<file path="config.mk">
export PLATFORM = sky130hd
export DESIGN_NAME = cpri_rx_lane_sched_flat
export DESIGN_NICKNAME = d
export VERILOG_FILES = /design/src/rtl/cpri_rx_lane_sched_pkg.sv /design/src/rtl/cpri_rx_lane_sched_if.sv /design/src/rtl/cpri_rx_lane_sched_tmo_cnt.sv /design/src/rtl/cpri_rx_lane_sched.sv /design/src/flat_wrapper.sv
export SDC_FILE = /design/constraint.sdc
export NUM_CORES = 1
export LEC_CHECK = 0
export ABC_AREA = 1
export BUFFER_PORTS_ARGS = -buffer_cell sky130_fd_sc_hd__clkbuf_2
export CORE_UTILIZATION = 55
export DETAILED_ROUTE_END_ITERATION = 10
export PLACE_DENSITY = 0.82
export SYNTH_ARGS = -nofsm -noshare
export SYNTH_HDL_FRONTEND = slang
export SYNTH_HIERARCHICAL = 1
export SYNTH_SLANG_ARGS = --single-unit
</file>
<file path="constraint.sdc">
create_clock -name i_clk -period 3.05 [get_ports i_clk]
set_input_delay 0.1525 -clock i_clk [delete_from_list [all_inputs] [get_ports i_clk]]
set_output_delay 0.1525 -clock i_clk [all_outputs]
set_load 0.05 [all_outputs]
</file>
<file path="src/rtl/cpri_rx_lane_sched_pkg.sv">
// Shared types and widths for the CPRI rx lane read scheduler.
// ST_FLUSH exists only when CPRI_RX_LANE_TMO_EN is defined.
package cpri_rx_pkg;

  localparam int CPRI_ADDR_W = 7;
  localparam int BLK_CNT_W   = 16;

`ifdef CPRI_RX_LANE_TMO_EN
  typedef enum logic [2:0] {
    ST_IDLE,
    ST_WAIT_ALL,
    ST_BURST,
    ST_GAP,
    ST_FLUSH
  } sched_st_t;
`else
  typedef enum logic [2:0] {
    ST_IDLE,
    ST_WAIT_ALL,
    ST_BURST,
    ST_GAP
  } sched_st_t;
`endif

endpackage

</file>
<file path="src/rtl/cpri_rx_lane_sched_if.sv">
// Buffer-status / read-command bundle between the lane buffers, the scheduler and the unpack array.
// master = scheduler side, slave = buffer/unpack side.
interface cpri_rx_lane_sched_if #(
  parameter int LANE = 8
);
  import cpri_rx_pkg::*;

  logic [LANE-1:0]        i_lane_en;
  logic [LANE-1:0]        i_buf_vld;
  logic                   i_sink_rdy;
  logic                   i_err_clr;
  logic                   o_rd_en;
  logic [CPRI_ADDR_W-1:0] o_rd_addr;
  logic                   o_rd_last;
  logic                   o_blk_start;
  logic                   o_busy;
  logic [LANE-1:0]        o_lane_err;
  logic                   o_flush;
  logic [LANE-1:0]        o_flush_mask;
  logic [BLK_CNT_W-1:0]   o_blk_cnt;

  modport master (
    input  i_lane_en, i_buf_vld, i_sink_rdy, i_err_clr,
    output o_rd_en, o_rd_addr, o_rd_last, o_blk_start, o_busy,
           o_lane_err, o_flush, o_flush_mask, o_blk_cnt
  );

  modport slave (
    output i_lane_en, i_buf_vld, i_sink_rdy, i_err_clr,
    input  o_rd_en, o_rd_addr, o_rd_last, o_blk_start, o_busy,
           o_lane_err, o_flush, o_flush_mask, o_blk_cnt
  );

endinterface

</file>
<file path="src/rtl/cpri_rx_lane_sched_tmo_cnt.sv">
// WAIT_ALL timeout counter: clear has priority, counts while enabled, holds once expired.
// o_expire is combinational from the count; used only when CPRI_RX_LANE_TMO_EN is defined.
module cpri_lane_tmo_cnt #(
  parameter int TMO_CYC = 1024
) (
  input  logic i_clk,
  input  logic i_reset,
  input  logic i_clr,
  input  logic i_en,
  output logic o_expire
);
  localparam int TMO_W = $clog2(TMO_CYC);

  logic [TMO_W-1:0] cnt;

  always_ff @(posedge i_clk or posedge i_reset) begin
    if (i_reset) begin
      cnt <= '0;
    end else if (i_clr) begin
      cnt <= '0;
    end else if (i_en && !o_expire) begin
      cnt <= cnt + 1'b1;
    end
  end

  assign o_expire = (cnt == TMO_W'(TMO_CYC - 1));

endmodule

</file>
<file path="src/rtl/cpri_rx_lane_sched.sv">
// Lock-step burst reader over all enabled lane buffers: rd_en follows i_sink_rdy with zero latency, GAP_CYC idle
// cycles after each block. Optional WAIT_ALL timeout + flush under CPRI_RX_LANE_TMO_EN.
module cpri_rx_lane_sched
  import cpri_rx_pkg::*;
#(
  parameter int LANE      = 8,
  parameter int BLK_BEATS = 96,
  parameter int GAP_CYC   = 4,
  parameter int TMO_CYC   = 1024
) (
  input  logic                 i_clk,
  input  logic                 i_reset,
  cpri_rx_lane_sched_if.master bus
);
  localparam int                     GAP_W     = (GAP_CYC > 1) ? $clog2(GAP_CYC) : 1;
  localparam logic [CPRI_ADDR_W-1:0] ADDR_LAST = CPRI_ADDR_W'(BLK_BEATS - 1);
  localparam logic [GAP_W-1:0]       GAP_LAST  = GAP_W'(GAP_CYC - 1);

  if (BLK_BEATS < 2 || BLK_BEATS > 128 || GAP_CYC < 1 || TMO_CYC < 2) begin : g_cfg_chk
    $error("cpri_rx_lane_sched: parameter out of range");
  end

  sched_st_t              st, st_nxt;
  logic [LANE-1:0]        msk;
  logic [LANE-1:0]        lane_err;
  logic [LANE-1:0]        err_set;
  logic [LANE-1:0]        flush_mask;
  logic [CPRI_ADDR_W-1:0] addr;
  logic [GAP_W-1:0]       gap_cnt;
  logic [BLK_CNT_W-1:0]   blk_cnt;
  logic                   rd_en;
  logic                   flush;
  logic                   idle_go;
  logic                   wait_go;
  logic                   last_beat;

  // IDLE decides on the live enable mask; later states use the copy latched on leaving IDLE.
  assign idle_go   = ((bus.i_buf_vld & bus.i_lane_en) == bus.i_lane_en) && bus.i_sink_rdy;
  assign wait_go   = ((bus.i_buf_vld & msk) == msk) && bus.i_sink_rdy;
  assign last_beat = (addr == ADDR_LAST);

`ifdef CPRI_RX_LANE_TMO_EN
  logic tmo_exp;

  cpri_lane_tmo_cnt #(.TMO_CYC(TMO_CYC)) u_tmo (
    .i_clk    (i_clk),
    .i_reset  (i_reset),
    .i_clr    (st == ST_IDLE),
    .i_en     (st == ST_WAIT_ALL),
    .o_expire (tmo_exp)
  );
`endif

  always_ff @(posedge i_clk or posedge i_reset) begin
    if (i_reset) st <= ST_IDLE;
    else         st <= st_nxt;
  end

  always_comb begin
    st_nxt = st;
    unique case (st)
      ST_IDLE: begin
        if (|bus.i_lane_en) begin
          if (idle_go)                              st_nxt = ST_BURST;
          else if (|(bus.i_buf_vld & bus.i_lane_en)) st_nxt = ST_WAIT_ALL;
        end
      end
      ST_WAIT_ALL: begin
        if (wait_go) st_nxt = ST_BURST;
`ifdef CPRI_RX_LANE_TMO_EN
        else if (tmo_exp) st_nxt = ST_FLUSH;
`endif
      end
      ST_BURST: if (rd_en && last_beat)     st_nxt = ST_GAP;
      ST_GAP:   if (gap_cnt == GAP_LAST)    st_nxt = ST_IDLE;
`ifdef CPRI_RX_LANE_TMO_EN
      ST_FLUSH: st_nxt = ST_GAP;
`endif
      default:  st_nxt = ST_IDLE;
    endcase
  end

  always_comb begin
    rd_en      = 1'b0;
    flush      = 1'b0;
    flush_mask = '0;
    err_set    = '0;
    case (st)
      ST_BURST: begin
        rd_en   = bus.i_sink_rdy;
        err_set = msk & ~bus.i_buf_vld;
      end
`ifdef CPRI_RX_LANE_TMO_EN
      ST_FLUSH: begin
        flush      = 1'b1;
        flush_mask = bus.i_buf_vld & msk;
        err_set    = msk & ~bus.i_buf_vld;
      end
`endif
      default: ;
    endcase
  end

  always_ff @(posedge i_clk or posedge i_reset) begin
    if (i_reset) begin
      msk      <= '0;
      addr     <= '0;
      gap_cnt  <= '0;
      blk_cnt  <= '0;
      lane_err <= '0;
    end else begin
      if (st == ST_IDLE && |bus.i_lane_en) msk <= bus.i_lane_en;
      if (rd_en) addr <= last_beat ? '0 : addr + 1'b1;
      if (rd_en && last_beat) blk_cnt <= blk_cnt + 1'b1;
      gap_cnt  <= (st == ST_GAP && gap_cnt != GAP_LAST) ? gap_cnt + 1'b1 : '0;
      // A new set in the same cycle as a clear survives.
      lane_err <= (lane_err & ~{LANE{bus.i_err_clr}}) | err_set;
    end
  end

  assign bus.o_rd_en      = rd_en;
  assign bus.o_rd_addr    = addr;
  assign bus.o_rd_last    = rd_en & last_beat;
  assign bus.o_blk_start  = rd_en & (addr == '0);
  assign bus.o_busy       = (st != ST_IDLE);
  assign bus.o_lane_err   = lane_err;
  assign bus.o_flush      = flush;
  assign bus.o_flush_mask = flush_mask;
  assign bus.o_blk_cnt    = blk_cnt;

endmodule

</file>
<file path="src/flat_wrapper.sv">
// flat-port wrapper written by rule: the top's interface ports become plain ports
module cpri_rx_lane_sched_flat import cpri_rx_pkg::*;
#(
  parameter int LANE      = 8,
  parameter int BLK_BEATS = 96,
  parameter int GAP_CYC   = 4,
  parameter int TMO_CYC   = 1024
)
  (i_clk, i_reset, bus_i_lane_en, bus_i_buf_vld, bus_i_sink_rdy, bus_i_err_clr, bus_o_rd_en, bus_o_rd_addr, bus_o_rd_last, bus_o_blk_start, bus_o_busy, bus_o_lane_err, bus_o_flush, bus_o_flush_mask, bus_o_blk_cnt);
  cpri_rx_lane_sched_if #(.LANE(LANE)) bus_i ();
  input  logic i_clk;
  input  logic i_reset;
  input wire logic [$bits(bus_i.i_lane_en)-1:0] bus_i_lane_en;
  input wire logic [$bits(bus_i.i_buf_vld)-1:0] bus_i_buf_vld;
  input wire logic [$bits(bus_i.i_sink_rdy)-1:0] bus_i_sink_rdy;
  input wire logic [$bits(bus_i.i_err_clr)-1:0] bus_i_err_clr;
  output wire logic [$bits(bus_i.o_rd_en)-1:0] bus_o_rd_en;
  output wire logic [$bits(bus_i.o_rd_addr)-1:0] bus_o_rd_addr;
  output wire logic [$bits(bus_i.o_rd_last)-1:0] bus_o_rd_last;
  output wire logic [$bits(bus_i.o_blk_start)-1:0] bus_o_blk_start;
  output wire logic [$bits(bus_i.o_busy)-1:0] bus_o_busy;
  output wire logic [$bits(bus_i.o_lane_err)-1:0] bus_o_lane_err;
  output wire logic [$bits(bus_i.o_flush)-1:0] bus_o_flush;
  output wire logic [$bits(bus_i.o_flush_mask)-1:0] bus_o_flush_mask;
  output wire logic [$bits(bus_i.o_blk_cnt)-1:0] bus_o_blk_cnt;
  assign bus_i.i_lane_en = bus_i_lane_en;
  assign bus_i.i_buf_vld = bus_i_buf_vld;
  assign bus_i.i_sink_rdy = bus_i_sink_rdy;
  assign bus_i.i_err_clr = bus_i_err_clr;
  assign bus_o_rd_en = bus_i.o_rd_en;
  assign bus_o_rd_addr = bus_i.o_rd_addr;
  assign bus_o_rd_last = bus_i.o_rd_last;
  assign bus_o_blk_start = bus_i.o_blk_start;
  assign bus_o_busy = bus_i.o_busy;
  assign bus_o_lane_err = bus_i.o_lane_err;
  assign bus_o_flush = bus_i.o_flush;
  assign bus_o_flush_mask = bus_i.o_flush_mask;
  assign bus_o_blk_cnt = bus_i.o_blk_cnt;
  cpri_rx_lane_sched #(.LANE(LANE), .BLK_BEATS(BLK_BEATS), .GAP_CYC(GAP_CYC), .TMO_CYC(TMO_CYC)) u_core (.i_clk(i_clk), .i_reset(i_reset), .bus(bus_i));
endmodule
</file>
---- Word level (Yosys, flattened, before mapping) ----
Index checks and enable logic that the tools add are counted.
word-level totals
  bits of input ports ..................... 20
  flip-flop bits (word level) ............. 44
  output and inout bits ................... 44
operators by class
  bitwise logic cells ..................... 9
  reduce and logical (&&, ||, !) cells .... 11
  equality and inequality tests ........... 13
  multiplexer cells ....................... 11
  $add $sub $neg .......................... 3
operator list
  operator                                               count
  bitwise AND 8 bit                                      4
  two-way mux 3 bit                                      6
  adder 16 x 1 -> 16 bit, second input constant          1
  == test 8 bit                                          2
  NOT 8 bit                                              2
  OR reduction 8 bit                                     2
  one-hot mux 3 bit (4 select lines)                     1
  two-way mux 8 bit                                      1
  inequality test 2 x 1 -> 1 bit, second input constant  4
  OR 8 bit                                               1
  adder 7 x 1 -> 7 bit, second input constant            1
  == test 7 bit, second input constant                   1
  logical NOT 7 bit                                      1
  two-way mux 7 bit                                      1
  == test 3 x 2 -> 1 bit, second input constant          2
  logical AND 1 bit                                      5
  AND reduction 5 bit                                    1
  == test 3 x 1 -> 1 bit, second input constant          1
  logical NOT 3 bit                                      1
  inequality test 3 x 1 -> 1 bit, second input constant  1
  nonzero test 3 bit                                     1
  adder 2 x 1 -> 2 bit, second input constant            1
  bitwise AND 1 bit                                      2
  == test 2 bit, second input constant                   1
  3 further kinds                                        3

---- Longest topological paths before layout ----
  depth after elaboration ................. 6
  depth in mapped cells ................... 10
  gate-level depth less buffers ........... 10

---- Least setup slack after synthesis ----
No wires, ideal clock.
  path type ............................... reg-to-output
  start ................................... register u_core.addr[0], in the netlist u_core/bus.o_rd_addr[0]
  end ..................................... output port bus_o_blk_start
  setup slack ............................. 476 ps
  buffers on the path ..................... 0
  arrival ................................. 2422 ps
  cell stages (with the launch flop) ...... 5
  cell sequence ........................... dfrtp_1 inv_1 ha_1 nand4_1 nor4_1
between the ends
  longest elaborated chain between the ends .. 2
ends and longest elaborated chain
  element                 RTL line                   source
  start, declared         cpri_rx_lane_sched.sv:28   logic [CPRI_ADDR_W-1:0] addr;
  start signal, assigned  cpri_rx_lane_sched.sv:113  if (rd_en) addr <= last_beat ? '0 : addr + 1'b1;
  logical NOT 7 bit       cpri_rx_lane_sched.sv:124  assign bus.o_blk_start = rd_en & (addr == '0);
  bitwise AND 1 bit       cpri_rx_lane_sched.sv:124
  end, declared           flat_wrapper.sv:20         output wire logic [$bits(bus_i.o_blk_start)-1:0] bus_o_blk_start;
Every way passes these cells.

---- Worst setup path in the final report ----
  start ................................... register u_core.st[0]
  end ..................................... output port bus_o_rd_last
between the ends
  longest elaborated chain between the ends .. 3
ends and longest elaborated chain
  element                 RTL line                   source
  start, declared         cpri_rx_lane_sched.sv:23   sched_st_t st, st_nxt;
  start signal, assigned  cpri_rx_lane_sched.sv:56   else st <= st_nxt;
  == test 3 x 2 -> 1 bit  cpri_rx_lane_sched.sv:88   case (st)
  two-way mux 1 bit       cpri_rx_lane_sched.sv:88
  bitwise AND 1 bit       cpri_rx_lane_sched.sv:123  assign bus.o_rd_last = rd_en & last_beat;
  end, declared           flat_wrapper.sv:19         output wire logic [$bits(bus_i.o_rd_last)-1:0] bus_o_rd_last;
Every way passes these cells.

==> impl_metrics.prom <==
# TYPE chip_impl_metric gauge
chip_impl_info{name="run_status",value="complete, no violations"} 1
chip_impl_metric{name="maxcap_viol_count",unit=""} 0
chip_impl_metric{name="cts.clk_slew.worst_paths",unit="ps"} 80
chip_impl_metric{name="setup_viol",unit=""} 0
chip_impl_metric{name="report.power.total",unit="mW"} 2.05
chip_impl_metric{name="initial_core_util",unit="%"} 57.4
chip_impl_metric{name="yosysUniqueCellTypes",unit=""} 25
chip_impl_metric{name="cellPowerDensity",unit="nW/um^2"} 756
chip_impl_metric{name="n_antenna_cell",unit=""} 0
chip_impl_metric{name="core.rowCount",unit=""} 23
chip_impl_info{name="path_class",value="reg2out"} 1
chip_impl_metric{name="maximum_number_of_pins_on_one_net_before_global_route_repair",unit=""} 44
chip_impl_metric{name="postLayoutCoreUtil",unit="%"} 67.2
chip_impl_metric{name="yosysWarningCount",unit=""} 6
chip_impl_metric{name="fill_cells",unit=""} 348
chip_impl_metric{name="grt_use_total",unit="%"} 23.8
chip_impl_metric{name="layout.nets",unit=""} 365
chip_impl_metric{name="slew_at_the_pin_closest_to_its_max_slew_limit",unit="ps"} 536
chip_impl_info{name="synth_top_family_by_area",value="simple AND/OR/NAND/NOR gates"} 1
chip_impl_metric{name="hold-worst-slack",unit="ps"} 138
chip_impl_info{name="critical_path.most_common_cell",value="sky130_fd_sc_hd__inv_1"} 1
chip_impl_metric{name="ios",unit=""} 64
chip_impl_info{name="hold_path_class",value="in2reg"} 1
chip_impl_metric{name="drv_slew",unit=""} 0
chip_impl_metric{name="postSynthCellCount",unit=""} 275
chip_impl_metric{name="pre_cts_slack",unit="ps"} 1330
chip_impl_metric{name="hold_viol",unit=""} 0
chip_impl_metric{name="r2r_slack",unit="ps"} 1310
chip_impl_metric{name="skew",unit="ps"} 11.6
chip_impl_metric{name="cts_inserted_buffers",unit=""} 5
chip_impl_metric{name="synth-simple-area-share",unit="%"} 24.0
chip_impl_metric{name="vias_per_cell",unit=""} 4.98
chip_impl_info{name="unrepaired_setup_endpoints_after_global_routing",value="no"} 1
chip_impl_metric{name="multi_input_area",unit="um^2"} 1040
chip_impl_metric{name="insertion_delay",unit="ps"} 300
chip_impl_metric{name="arrival",unit="ps"} 1870
chip_impl_metric{name="stdcell_count",unit=""} 387
chip_impl_metric{name="synthAdderAreaFrac",unit="%"} 4.87
chip_impl_metric{name="critical_path.n_buffers_inverters",unit=""} 3
chip_impl_metric{name="cellLeakagePower",unit="nW"} 1.47
chip_impl_metric{name="fin_setup_tns",unit="ps"} 0
chip_impl_metric{name="firstDrtPassIters",unit=""} 4
chip_impl_metric{name="synthesized_area_fraction_occupied_by_ao_oa_aoi_and_oai_cells",unit="%"} 6.22
chip_impl_metric{name="postRouteAntennaNets",unit=""} 0
chip_impl_info{name="cts_root_buffer",value="sky130_fd_sc_hd__clkbuf_8"} 1
chip_impl_metric{name="finalWirelength",unit="um"} 4650
chip_impl_metric{name="cts.sinks",unit=""} 43
chip_impl_metric{name="post_synth_mux_area_share",unit="%"} 2.92
chip_impl_info{name="post_synth_main_area_contributors",value="sky130_fd_sc_hd__dfrtp_1 47%, sky130_fd_sc_hd__nand2_1 11%, sky130_fd_sc_hd__inv_1 6.3%, sky130_fd_sc_hd__ha_1 4.9%, sky130_fd_sc_hd__nor2_1 4.1%"} 1
chip_impl_metric{name="grt_overflow",unit=""} 0
chip_impl_metric{name="port_buffers",unit=""} 54
chip_impl_metric{name="drcViolationCount",unit=""} 0
chip_impl_metric{name="coreArea",unit="um^2"} 4030
chip_impl_metric{name="total_standard_cell_area_after_synthesis",unit="um^2"} 2310
chip_impl_metric{name="timing.final.crit_share",unit="%"} 66.4
chip_impl_metric{name="ys_seq_elements",unit=""} 43
chip_impl_metric{name="yosys.area_share.xor_xnor",unit="%"} 5.68
chip_impl_metric{name="final_area",unit="um^2"} 2710
chip_impl_metric{name="fp.dieArea",unit="um^2"} 4470
chip_impl_metric{name="initial_drt_markers",unit=""} 186
chip_impl_info{name="gate_family_responsible_for_the_most_delay_along_the_worst_path",value="buffers and inverters"} 1
chip_impl_metric{name="grt_pass1_vias",unit=""} 1793
chip_impl_metric{name="number_of_h_tree_branching_levels",unit=""} 2
chip_impl_metric{name="cp_slowest_stage_delay",unit="ps"} 450
chip_impl_metric{name="die_w",unit="um"} 66.8
chip_impl_metric{name="die_height",unit="um"} 66.8
chip_impl_metric{name="synthToLayoutAreaGrowth",unit="%"} 17.0
chip_impl_metric{name="slew_margin_rel",unit="%"} 64.3
chip_impl_info{name="worst_setup_path_start_kind",value="flip-flop"} 1
chip_impl_metric{name="grt_antenna_before_repair",unit=""} 0
chip_impl_metric{name="syn_area_per_cell",unit="um^2"} 8.41
chip_impl_metric{name="worst-path-max-fanout",unit=""} 8
chip_impl_metric{name="gp_congestion",unit=""} 0.903
chip_impl_metric{name="cp_data_required_time",unit="ps"} 2900
chip_impl_metric{name="placedInstanceArea",unit="um^2"} 2610
chip_impl_info{name="synthDominantAreaCellType",value="sky130_fd_sc_hd__dfrtp_1"} 1
chip_impl_metric{name="synth_async_sr_flop_share",unit="%"} 100
chip_impl_info{name="end_kind",value="output port"} 1
chip_impl_metric{name="clock.fmax",unit="MHz"} 494
chip_impl_metric{name="dp.cells",unit=""} 378
chip_impl_metric{name="ctsLongestPathBuffers",unit=""} 2
chip_impl_metric{name="final_routed_wire_length_divided_by_cell_count",unit="um"} 12.0
chip_impl_metric{name="num_vias",unit=""} 1928
chip_impl_metric{name="grt_first_pass_wirelength",unit="um"} 7990
chip_impl_info{name="crit_chain",value="inv_1 -> ha_1 -> nand2_2 -> nor2_4 -> nand2_4 -> inv_1 -> clkbuf_2"} 1
chip_impl_metric{name="layout_setup_ws",unit="ps"} 1030
chip_impl_info{name="clock_tree_from_tritoncts",value="done"} 1
chip_impl_info{name="cpMaxStageDelayCell",value="sky130_fd_sc_hd__dfrtp_1"} 1
chip_impl_metric{name="synth_top_cell_area_share",unit="%"} 46.5
chip_impl_metric{name="synth_edf_count",unit=""} 0
chip_impl_metric{name="layout-drive-gt1-share",unit="%"} 23.1
chip_impl_metric{name="combined_flip_flop_and_latch_cell_area",unit="um^2"} 1080
chip_impl_metric{name="ys_seq_area_share",unit="%"} 46.5
chip_impl_metric{name="vdd_ir_drop_max",unit="V"} 0.000447
chip_impl_info{name="ys_dominant_reg_cell",value="sky130_fd_sc_hd__dfrtp_1"} 1
chip_impl_metric{name="detailedPlacementHpwl",unit="um"} 3620
chip_impl_metric{name="fin_crit",unit="ps"} 2020
==> synth_stat cells (all sizes together), types with 7 or more instances <==
master	n
xnor2	9
o21ai	15
nand3	11
nand4	7
o22ai	8
dfrtp	43
buf	9
nand2	70
inv	39
nor2	30
ha	9
==> placed cells by master, fill, tap and decap left out, types with 2 or more instances in the layout <==
| master | Yosys | final |
|---|---|---|
| sky130_fd_sc_hd__nand2_1 | 67 | 67 |
| sky130_fd_sc_hd__clkbuf_2 | 0 | 54 |
| sky130_fd_sc_hd__dfrtp_1 | 43 | 43 |
| sky130_fd_sc_hd__inv_1 | 39 | 39 |
| sky130_fd_sc_hd__nor2_1 | 25 | 25 |
| sky130_fd_sc_hd__o21ai_0 | 14 | 14 |
| sky130_fd_sc_hd__nand3_1 | 10 | 10 |
| sky130_fd_sc_hd__xnor2_1 | 9 | 9 |
| sky130_fd_sc_hd__ha_1 | 9 | 9 |
| sky130_fd_sc_hd__conb_1 | 1 | 9 |
| sky130_fd_sc_hd__o22ai_1 | 8 | 8 |
| sky130_fd_sc_hd__nand4_1 | 7 | 7 |
| sky130_fd_sc_hd__mux2_2 | 6 | 6 |
| sky130_fd_sc_hd__xor2_1 | 6 | 6 |
| sky130_fd_sc_hd__nor3_1 | 6 | 6 |
| sky130_fd_sc_hd__clkbuf_8 | 0 | 5 |
| sky130_fd_sc_hd__nor2_4 | 3 | 3 |
| sky130_fd_sc_hd__a21oi_1 | 3 | 3 |
| sky130_fd_sc_hd__nand2_2 | 2 | 2 |
| sky130_fd_sc_hd__nor2_2 | 2 | 2 |
==> cell type report <==
type	instances	share of cell area (%)
Timing Repair Buffer	56	10.6
Multi-Input combinational cell	190	38.6
Inverter	40	5.55
Clock buffer	6	2.68
Clock inverter	2	0.462
Sequential cell	43	39.8
Tap cell	50	2.31
==> registers in the layout (all words and copies together), names as in the netlist <==
name and flops:
u_core/bus.o_blk_cnt 16, u_core/bus.o_lane_err 8, u_core/bus.o_rd_addr 7, u_core/gap_cnt 2, u_core/msk 8, u_core/st 2
==> routing by layer <==
| layer | GRT usage, % | part of all wire [%] | vias up |
|---|---|---|---|
| met3 | 5.31 | 4.6 | 7 |
| met1 | 30.6 | 46 | 893 |
| met2 | 40.2 | 48 | 55 |
| met5 | 0 | 0 | - |
| li1 | - | - | 973 |
| met4 | 6.38 | 1.1 | 0 |
==> where the power goes <==
part | leakage [nW] | internal, mW | switching (mW) | total [mW]
Combinational | 0.879 | 0.253 | 0.626 | 0.879
Clock | 0.0412 | 0.160 | 0.192 | 0.352
Sequential | 0.552 | 0.709 | 0.107 | 0.816
Total | 1.47 | 1.12 | 0.925 | 2.05
==> path summary, 6_finish.rpt <==
path,startpoint,to,depth (start not counted)
min reg2reg,u_core/gap_cnt[0],u_core/gap_cnt[0],1
max in group asynchronous,i_reset,u_core/bus.o_lane_err[2],4
min,bus_i_lane_en[0],u_core/msk[0],2
min in group asynchronous,i_reset,u_core/bus.o_blk_cnt[9],4
max reg2reg,u_core/st[0],u_core/bus.o_blk_cnt[14],8
max,u_core/st[0],bus_o_rd_last,7
==> repair_timing <==
item                      4_1_cts  5_1_grt
hold endpoints to repair       43        0
buffers inserted                0        0
hold buffers                    1        0
resized for setup               0        0
==> logic make-up (layout without fill, tap and decap cells) <==
kind of cell / count (synthesis) / in the layout
and+or+nand+nor: 125 / 125
other: 1 / 9
xor gates and xnor gates: 15 / 15
DFF: 43 / 43
buffers and inverters: 50 / 104
muxes: 6 / 6
adders and majority gates: 9 / 9
AOI/OAI and AO/OA: 26 / 26
No activity file was read; power rests on OpenSTA's default activity.
